<file path="config.mk">
export PLATFORM = sky130hd
export DESIGN_NAME = simple_fifo
export DESIGN_NICKNAME = d
export VERILOG_FILES = /design/src/rtl/simple_fifo.sv
export SDC_FILE = /design/constraint.sdc
export NUM_CORES = 1
export LEC_CHECK = 0
export ABC_AREA = 0
export CAP_MARGIN = 5
export CELL_PAD_IN_SITES_DETAIL_PLACEMENT = 2
export CELL_PAD_IN_SITES_GLOBAL_PLACEMENT = 2
export CORE_ASPECT_RATIO = 2
export CORE_MARGIN = 5
export CORE_UTILIZATION = 45
export DETAILED_ROUTE_END_ITERATION = 6
export MAX_ROUTING_LAYER = met4
export PLACE_DENSITY_LB_ADDON = 0.1
export SETUP_SLACK_MARGIN = 0.1
export SYNTH_ARGS = -nofsm -noshare
export SYNTH_HDL_FRONTEND = slang
export SYNTH_SLANG_ARGS = --single-unit
</file>
<file path="constraint.sdc">
create_clock -name clk -period 4.24 [get_ports clk]
set_clock_uncertainty 0.15 [all_clocks]
set_input_delay 0.848 -clock clk [delete_from_list [all_inputs] [get_ports clk]]
set_output_delay 0.848 -clock clk [all_outputs]
set_load 0.02 [all_outputs]
</file>
<file path="src/rtl/simple_fifo.sv">
// simple_fifo
//   Synchronous first-word-fall-through FIFO between the UART receive stage
//   and the consumer logic. The oldest stored word is always presented on
//   dout while the FIFO is not empty. A read pops that word.
//
//   Handshake semantics:
//     - A write is accepted when we=1 and full=0 at the rising edge.
//     - A read is accepted when re=1 and empty=0 at the rising edge.
//     - Both decisions use the registered full/empty at the start of the
//       cycle. A pop does not free space for a same-cycle write when full.
//       A push does not make data readable in the same cycle when empty.
//     - A rejected write sets the sticky overflow flag. A rejected read sets
//       the sticky underflow flag. Rejected operations change nothing else.
//
//   Ports:
//     clk          clock, rising edge
//     rst          synchronous active-high reset (stored words are discarded)
//     din          write data
//     we           write request
//     full         count == DEPTH
//     dout         oldest stored word (meaningful only while empty == 0)
//     re           read / pop request
//     empty        count == 0
//     count        number of stored words, 0..DEPTH
//     overflow     sticky, set by a write attempted while full
//     underflow    sticky, set by a read attempted while empty
//     clear_flags  clears overflow/underflow (a same-cycle new error wins)

module simple_fifo #(
    parameter int WORD_WIDTH = 32'd8,
    parameter int DEPTH_LOG2 = 32'd4
) (
    input  logic                  clk,
    input  logic                  rst,
    input  logic [WORD_WIDTH-1:0] din,
    input  logic                  we,
    output logic                  full,
    output logic [WORD_WIDTH-1:0] dout,
    input  logic                  re,
    output logic                  empty,
    output logic [DEPTH_LOG2:0]   count,
    output logic                  overflow,
    output logic                  underflow,
    input  logic                  clear_flags
);

    localparam int DEPTH = 1 << DEPTH_LOG2;
    // count value meaning "completely full": only the MSB set
    localparam logic [DEPTH_LOG2:0] FULL_COUNT = {1'b1, {DEPTH_LOG2{1'b0}}};

    logic [WORD_WIDTH-1:0] mem [DEPTH];
    logic [DEPTH_LOG2-1:0] wr_ptr;
    logic [DEPTH_LOG2-1:0] rd_ptr;
    logic [DEPTH_LOG2:0]   count_q;
    logic                  overflow_q;
    logic                  underflow_q;
    logic                  wr_acc;
    logic                  rd_acc;

    // Status is derived from the registered count only
    assign full   = (count_q == FULL_COUNT);
    assign empty  = (count_q == '0);
    assign count  = count_q;
    assign overflow  = overflow_q;
    assign underflow = underflow_q;

    assign wr_acc = we & ~full;
    assign rd_acc = re & ~empty;

    // First-word-fall-through: combinational read at the registered pointer
    assign dout = mem[rd_ptr];

    // Storage has no reset; only pointers and count define validity
    always_ff @(posedge clk) begin
        if (wr_acc) begin
            mem[wr_ptr] <= din;
        end
    end

    // Pointers wrap naturally at DEPTH because they are DEPTH_LOG2 bits wide
    always_ff @(posedge clk) begin
        if (rst) begin
            wr_ptr <= '0;
            rd_ptr <= '0;
        end else begin
            if (wr_acc) begin
                wr_ptr <= wr_ptr + 1'b1;
            end
            if (rd_acc) begin
                rd_ptr <= rd_ptr + 1'b1;
            end
        end
    end

    always_ff @(posedge clk) begin
        if (rst) begin
            count_q <= '0;
        end else begin
            case ({wr_acc, rd_acc})
                2'b10:   count_q <= count_q + 1'b1;
                2'b01:   count_q <= count_q - 1'b1;
                default: count_q <= count_q;
            endcase
        end
    end

    // Sticky error flags; a new error in the same cycle as clear_flags wins
    always_ff @(posedge clk) begin
        if (rst) begin
            overflow_q  <= 1'b0;
            underflow_q <= 1'b0;
        end else begin
            if (clear_flags) begin
                overflow_q  <= 1'b0;
                underflow_q <= 1'b0;
            end
            if (we & full) begin
                overflow_q <= 1'b1;
            end
            if (re & empty) begin
                underflow_q <= 1'b1;
            end
        end
    end

endmodule

</file>
# --- Word-level counts from Yosys, hierarchy flattened ---
# Memories as Yosys holds them, arrays and structs flattened. A register that Yosys moved wholly into a read port is not among the register bits.
# Index checks and enable logic that the tools add are counted.
word_totals:
  ff_bits: 15
  mem_bits_rw: 128
  n_memories: 1
  input_bits: 13
op_classes:
  add_sub_neg: 4
  bitwise_logic: 6
  n_mux: 8
  n_eq_ne: 3
  n_reduce_logical: 4
memory_table:
  columns: ["memory", "depth", "width", "read_ports", "rd_clocked_by_memory_dff", "write_ports", "line", "text"]
  rows:
  - ["mem", 16, 8, 1, 1, 1, "51", "logic [WORD_WIDTH-1:0] mem [DEPTH];"]
ops:
  columns: ["operator", "n"]
  rows:
  - ["5-bit one-hot mux with 2 select lines", 1]
  - ["4-bit by 1-bit adder with 4-bit output, second input constant", 2]
  - ["4-bit 2-to-1 mux", 2]
  - ["2-bit nonzero test", 3]
  - ["5-bit by 1-bit adder with 5-bit output, second input constant", 1]
  - ["5-bit == test, second input constant", 1]
  - ["5-bit zero test", 1]
  - ["1-bit 2-to-1 mux", 5]
  - ["5-bit by 1-bit subtractor with 5-bit output, second input constant", 1]
  - ["1-bit AND", 4]
  - ["2-bit by 1-bit == test with 1-bit output, second input constant", 1]
  - ["2-bit == test, second input constant", 1]
  - ["1-bit NOT", 2]

# --- Longest topological paths before layout ---
# Gate-level depths: netlist of run 1.
depth:
  depth_word: 5
  ltp_mapped: 13
  depth_no_buf: 10

# --- Worst setup path after synthesis of run 1 ---
# OpenSTA, ideal clock, no wires.
synth_timing:
  kind: "register to register"
  startpoint: "register count_q[1], in the netlist count[1]"
  endpoint: "register count_q[4], in the netlist count[4]"
  stages_incl_launch_ff: 14
  path_slack_ns: 1.210
  setup_ns: 0.129
  t_arrival_ns: 2.750
  period_less_slack_ns: 3.030
  cell_sequence: "dfxtp_1 -> buf_6 -> or4_4 -> buf_6 -> o21a_4 -> inv_1 -> ha_1 -> clkbuf_1 -> xor2_1 -> ha_1 -> nand2_1 -> o21ai_0 -> nor3_1 -> nand4bb_1"
synth_between:
  elab_chain_cells: 5
synth_rtl:
  columns: ["element", "line", "text"]
  rows:
  - ["from (decl)", "54", "logic [DEPTH_LOG2:0] count_q;"]
  - ["from (signal assigned)", "100", "2'b10: count_q <= count_q + 1'b1;"]
  - ["from (signal assigned)", "101", "2'b01: count_q <= count_q - 1'b1;"]
  - ["from (signal assigned)", "102", "default: count_q <= count_q;"]
  - ["5-bit == test or 5-bit zero test (tied branches)", "61, 62", null]
  - ["1-bit NOT (on tied branches)", "67, 68", null]
  - ["1-bit AND (on tied branches)", "67, 68", null]
  - ["2-bit by 1-bit == test with 1-bit output or 2-bit == test (tied branches)", "99", "case ({wr_acc, rd_acc})"]
  - ["5-bit one-hot mux with 2 select lines or 2-bit nonzero test (tied branches)", null, null]
# Several ways; a longest one is shown, not always the timed one.
# A chain may end at the register's enable or synchronous reset.

==> summary.md, run 1 <==
| Metric | Value |
|---|---|
| CP max-delay cell | `dfxtp_2` |
| CP Data Arrival Time | `2.80 ns` |
| Worst reg2reg setup slack | `0.93 ns` |
| Commonest non-fill, non-tap cell in the layout | `edfxtp_1` |
| Setup bufs post-CTS | `0` |
| Final Power | `4.520 mW` |
| Max Cap Viol | `0` |
| Status | `finished, final reports clean` |
| First-pass GRT wire length | `25310 um` |
| Die ar. | `15780 um^2` |
| Post-route cell area | `7068 um^2` |
| Area grow syn2layout | `18.65%` |
| Predominant post-synthesis flop cell | `edfxtp_1` |
| Starting Density | `45.85%` |
| Drt wl/cell | `30.92 um` |
| Filler cells | `1132` |
| # resized after CTS | `0` |
| First-pass iteration count of the detailed router | `4` |
| Crit path kind | `flip-flop to output port` |
| Pwr/cell area | `639.6 nW/um^2` |
| Via count | `3238` |
| Ant. Diodes | `0` |
| FFs w/ async S/R, synth | `0%` |
| IO Port Bufs | `29` |
| Number of flops mapped to enable cells by yosys | `128` |
| Vias in the first global route | `3720` |
| Syn Inst Count | `337` |
| Die H | `172.7 um` |
| Post-Place Worst Slack | `0.6929 ns` |
| Post-synth cell types | `50` |
| Hold Buf Count CTS | `0` |
| Layout Nets | `395` |
| Period utilisation layout | `89.58%` |
| CTS clock-pin slew for the worst setup and hold paths | `0.06 ns` |
| CTS tree | `done` |
| GRT Total Usage | `22.95%` |
| Max IR drop VDD | `0.5406 mV` |
| Initial DRC count | `215` |
| Worst path depth | `5` |
| Worst setup margin | `0.4416 ns` |
| R2r startpoint | `count[2]$_SDFFE_PP0P_` |
| Worst path required time | `3.24 ns` |
| Horiz. Die Dim | `91.36 um` |
| Setup crit end | `dout[5]` |
| CP Capture Type | `output port` |
| Leakage | `2.397 nW` |
| Register bit count reported by yosys | `147` |
| Ports | `30` |
| Setup TNS Final | `0 ns` |
| Syn nets | `358` |
| Tmin final | `3.798 ns` |
| Syn_area_per_cell | `17.68 um^2` |
| Fmax | `263.3 MHz` |
| Crit path max fanout | `23` |
| Cells taking the most area after synthesis | `edfxtp_1, mux4_2, dfxtp_1, a22oi_1, nor2_1` |
| CP bufs+invs | `2` |
| Slew HR | `30.47%` |
| Share of cells above drive strength 1 | `20.93%` |
| Clk_lat worst skew | `0.42 ns` |
| Clock root buffer | `clkbuf_16` |
| RR Endpoint | `count[4]$_SDFFE_PP0P_` |
| H-tree depth | `4` |
| Hold WC Path Type | `flip-flop to flip-flop` |
| Final number of hold-violating endpoints | `0` |
| Fin. max-slew vios | `0` |
| Routed WL | `16670 um` |
| Std-Cell Rows | `59` |
| Worst Max-Slew Pin Slew | `1.039 ns` |
| RSZ-0062 raised after global routing | `no` |
| Dpl cell area | `6424 um^2` |
| Slowest cell delay on critical path | `0.58 ns` |
| Highest-count cells in the layout ignoring fill and taps | `edfxtp_1, mux4_2, nor2_1, clkdlybuf4s50_1` |
| Core area | `12990 um^2` |
| Longest Clk Path Bufs | `2` |
| Final core occ | `54.40%` |
| GP Congestion | `0.8010` |
| Clk sinks | `147` |
| Sequential fraction of the synthesis area | `70.91%` |
| FF-to-FF path depth | `10` |
| Share of the synthesized area in the top cell type | `64.52%` |
| Yosys top cell by area | `edfxtp_1` |
| Final HPWL DP | `11080 um` |
| Largest net degree at the start of global routing | `33` |
| # setup viols final | `0` |
| CTS Buf Count | `17` |
| Drc violations | `0` |
| Initial antenna violation count | `0` |
| Total grt overflow | `0` |
| Startpoint types | `flip-flop` |
| ANT nets after route | `0` |
| Synth warn | `0` |
| Mapped cell area | `5957 um^2` |
| CP top delay family | `buffers and inverters` |
| Drt via density | `6.007` |
| Critical path cell sequence | `buf_12 > mux4_2 > a22oi_1 > nand2_1 > clkdlybuf4s50_1` |
## routing by layer
metal | GRT usage (%) | vias up | wire length, um
met4 | 7.405 | 0 | 295
met3 | 3.522 | 19 | 392
li1 | - | 1416 | -
met1 | 24.78 | 1729 | 6103
met5 | - | - | 0
met2 | 42.20 | 74 | 9877
## synth_stat cells, types with 2 or more instances
library cell / number
a22oi_1: 18
and3_1: 2
buf_1: 2
buf_2: 4
buf_6: 2
clkbuf_1: 12
dfxtp_1: 19
edfxtp_1: 128
ha_1: 8
inv_1: 6
mux2i_1: 3
mux4_2: 32
nand2_1: 16
nand2b_1: 2
nand3_1: 2
nand3b_1: 2
nor2_1: 30
nor2b_1: 4
nor3_1: 7
o2111ai_1: 2
o21a_1: 2
xor2_1: 6
## worst reg2reg max path: cells and delay by family (launching register included)
family | cells | cell delay, ns
adders and majority gates | 2 | 0.65
DFF | 1 | 0.44
and+or+nand+nor | 4 | 1.06
buffers and inverters | 1 | 0.09
xor gates and xnor gates | 1 | 0.20
AOI/OAI and AO/OA | 2 | 0.58
## flip-flops by register name, indices dropped and copies added, names as in the netlist, named ones only
register	flops
mem	128
count	5
rd_ptr	4
wr_ptr	4
overflow	1
underflow	1
## worst min-delay path by stage
stage               slack [ns]                      to                   start  cells past startpoint
floorplan                 0.34               flip-flop  rd_ptr[2]$_SDFFE_PP0P_                      2
global placement          0.36  underflow$_SDFFE_PP0P_  underflow$_SDFFE_PP0P_                      2
detailed placement        0.36  underflow$_SDFFE_PP0P_  underflow$_SDFFE_PP0P_                      2
CTS                       0.38  underflow$_SDFFE_PP0P_  underflow$_SDFFE_PP0P_                      2
global route              0.41   overflow$_SDFFE_PP0P_   overflow$_SDFFE_PP0P_                      2
finish                    0.37   overflow$_SDFFE_PP0P_   overflow$_SDFFE_PP0P_                      2
## final cells by class
type | instances | area (um^2) | share of cell area, %
well taps | 152 | 190.2 | 2.691
multi-input cells | 163 | 1612 | 22.80
clock inverters | 11 | 183.9 | 2.602
repair buffers | 38 | 370.4 | 5.240
inverters | 7 | 26.28 | 0.3717
flip-flops and latches | 147 | 4225 | 59.78
clock buffers | 21 | 460.4 | 6.514
## metrics by stage
stage | hold WS, ns | instances
CTS | 0.3787 | 539
global placement | 0.3582 | 507
global route | 0.4130 | 539
detailed placement | 0.3619 | 507
finish | 0.3688 | 539
floorplan | 0.3450 | 337
## where the power goes
part / switching, mW / leakage [nW] / internal [mW] / total [mW]
Combinational: 0.568 / 0.765 / 0.518 / 1.09
Clock: 0.604 / 0.321 / 1.07 / 1.68
Sequential: 0.106 / 1.31 / 1.65 / 1.76
Total: 1.28 / 2.40 / 3.24 / 4.52
## cells by family after synthesis
logic type	after synthesis	share of synthesized area (%)
flip-flops	147	70.91
AND/OR/NAND/NOR	74	6.070
AO/OA/AOI/OAI	39	5.671
multiplexers	35	12.60
buffers and inverters	27	2.037
adder cells (fa/ha/maj)	8	1.680
XOR/XNOR	7	1.029
Power figures use the tool's default switching activity.
==> run 2: changes to the inputs <==
--- a/config.mk
+++ b/config.mk
@@ -13,6 +13,7 @@
 export CORE_MARGIN = 5
 export CORE_UTILIZATION = 45
 export DETAILED_ROUTE_END_ITERATION = 6
+export DONT_BUFFER_PORTS = 1
 export MAX_ROUTING_LAYER = met4
 export PLACE_DENSITY_LB_ADDON = 0.1
 export SETUP_SLACK_MARGIN = 0.1
==> run 2 against run 1 <==
  * Non-clock buffer count fell by 30
  * Register-to-register slack improved by 0.11 ns
  * Combinational power fell by 18%
  * Worst hold slack got worse by 0.017 ns
  * Routed wire length fell by 7.4%
  * First-iteration DRC count did not move
  * Cell count fell by 5.6%
  * Fmax rose by 10%
  * Via count fell by 5.9%
==> summary.md, run 2 (same netlist as run 1, synthesis figures left out) <==
| Metric | Value |
|---|---|
| Status | `finished, final reports clean` |
| Register area | `4225 um^2 (unchanged)` |
| GRT Total Usage | `21.34% (-1.6 points)` |
| Worst Hold Depth | `1 (-1)` |
| CTS clock-pin slew for the worst setup and hold paths | `0.06 ns (about the same)` |
| Worst setup margin | `0.7948 ns (+0.3531 ns)` |
| Fmax | `290.3 MHz (+10%)` |
| Post-Place Worst Slack | `1.030 ns (+0.3375 ns)` |
| Share of cells above drive strength 1 | `21.85% (+0.92 points)` |
| Std-Cell Rows | `59 (unchanged)` |
| Horiz. Die Dim | `91.36 um (unchanged)` |
| Slowest cell delay on critical path | `0.70 ns (+0.12 ns)` |
| Crit path kind | `flip-flop to output port` |
| Multi-input logic area | `1612 um^2 (unchanged)` |
| Tmin final | `3.445 ns (-0.3531 ns)` |
| Max Cap Viol | `0 (unchanged)` |
| Hold Buf Count CTS | `0 (unchanged)` |
| CP Capture Type | `output port` |
| Hold WC Path Type | `input port to flip-flop` |
| # setup viols final | `0 (unchanged)` |
| Max IR drop VDD | `0.4840 mV (-10%)` |
| Filler cells | `1161 (+2.6%)` |
| GP Congestion | `0.7870 (-1.7%)` |
| Slew HR | `24.31% (-6.2 points)` |
| Drt wl/cell | `30.33 um (-1.9%)` |
| Clk_lat worst skew | `0.41 ns (about the same)` |
| Ports | `30 (unchanged)` |
| CP max-delay cell | `dfxtp_2` |
| # resized after CTS | `0 (unchanged)` |
| Clock root buffer | `clkbuf_16` |
| RSZ-0062 raised after global routing | `no` |
| Clk sinks | `147 (unchanged)` |
| IO Port Bufs | `0 (-100%)` |
| CTS tree | `done` |
| Final number of hold-violating endpoints | `0 (unchanged)` |
| Fin. max-slew vios | `0 (unchanged)` |
| Max reg flops | `128 (unchanged)` |
| First-pass iteration count of the detailed router | `4 (unchanged)` |
| FF-to-FF path depth | `9 (-1)` |
| Worst Max-Slew Pin Slew | `1.131 ns (+0.09205 ns)` |
| Layout Nets | `365 (-7.6%)` |
| Largest Register | `mem` |
| Hold path startpoint | `rst` |
| Via count | `3047 (-5.9%)` |
| Starting Density | `45.85% (unchanged)` |
| Die H | `172.7 um (unchanged)` |
| Routed WL | `15440 um (-7.4%)` |
| CP Data Arrival Time | `2.45 ns (-0.35 ns)` |
| Area grow syn2layout | `11.97%` |
| Longest Clk Path Bufs | `2 (unchanged)` |
| Pwr/cell area | `606.8 nW/um^2 (-5.1%)` |
| Startpoint types | `flip-flop` |
| Initial DRC count | `215 (unchanged)` |
| Total grt overflow | `0 (unchanged)` |
| Worst path required time | `3.24 ns (about the same)` |
| Setup bufs post-CTS | `0 (unchanged)` |
| Worst reg2reg setup slack | `1.04 ns (+0.11 ns)` |
| Core area | `12990 um^2 (unchanged)` |
| Commonest non-fill, non-tap cell in the layout | `edfxtp_1` |
| Crit path max fanout | `19 (-17%)` |
| R2r startpoint | `count[0]$_SDFFE_PP0P_` |
| Vias in the first global route | `3524 (-5.3%)` |
| H-tree depth | `4 (unchanged)` |
| Critical path cell sequence | `buf_12 > mux4_2 > a22oi_1 > nand2_1` |
| Highest-count cells in the layout ignoring fill and taps | `edfxtp_1, mux4_2, nor2_1, a22oi_1, dfxtp_1` |
| Die ar. | `15780 um^2 (unchanged)` |
| Leakage | `2.212 nW (-7.7%)` |
| Largest net degree at the start of global routing | `33 (unchanged)` |
| Period utilisation layout | `81.26% (-8.3 points)` |
| Final HPWL DP | `10690 um (-3.5%)` |
| WHS | `0.3518 ns (-0.01693 ns)` |
| First-pass GRT wire length | `23700 um (-6.4%)` |
| RR Endpoint | `count[4]$_SDFFE_PP0P_` |
| Drc violations | `0 (unchanged)` |
| ANT nets after route | `0 (unchanged)` |
| Final Power | `4.047 mW (-10%)` |
| Setup TNS Final | `0 ns (unchanged)` |
| CTS Buf Count | `17 (unchanged)` |
| Initial antenna violation count | `0 (unchanged)` |
| Ant. Diodes | `0 (unchanged)` |
| Drt via density | `5.986 (-0.35%)` |
[run 2: worst max-delay path: cells and delay by family, from the launching register on]
family	cells	cell delay, ns
buffers and inverters	1	0.28
muxes	1	0.55
DFF	1	0.70
and+or+nand+nor	1	0.23
AOI/OAI and AO/OA	1	0.25
[run 2: layer usage]
metal  track usage [%]  up-vias  wire length (um)
met1             24.79     1629              6044
met2             37.53       54              8950
li1                  -     1353                 -
met4             5.814        0               119
met3             3.913       11               322
met5                 -        -                 0
[run 2: where the power goes]
part / total [mW] / switching (mW) / internal [mW]
Combinational: 0.892 / 0.497 / 0.395
Clock: 1.38 / 0.583 / 0.801
Sequential: 1.77 / 0.119 / 1.65
[run 2: area by class of cell]
cell class / count / area share, %
clock inverters: 14 / 1.726
clock buffers: 18 / 6.434
well taps: 152 / 2.851
flip-flops and latches: 147 / 63.35
repair buffers: 8 / 1.088
multi-input cells: 163 / 24.16
inverters: 7 / 0.3939
[run 2: how the worst max path moves through the flow]
| stage | endpoint | slack, ns |
|---|---|---|
| floorplan | count[4]$_SDFFE_PP0P_ | 1.21 |
| global placement | count[4]$_SDFFE_PP0P_ | 1.13 |
| detailed placement | count[4]$_SDFFE_PP0P_ | 1.03 |
| CTS | dout[7] | 0.69 |
| global route | dout[0] | 0.63 |
| finish | dout[7] | 0.79 |
[run 2: per-stage QoR]
step / cells / area, um^2 / util, %
floorplan: 337 / 5957 / -
global placement: 477 / 6126 / 47.15
detailed placement: 477 / 6126 / 47.15
CTS: 509 / 6670 / 51.34
global route: 509 / 6670 / 51.34
finish: 509 / 6670 / 51.34
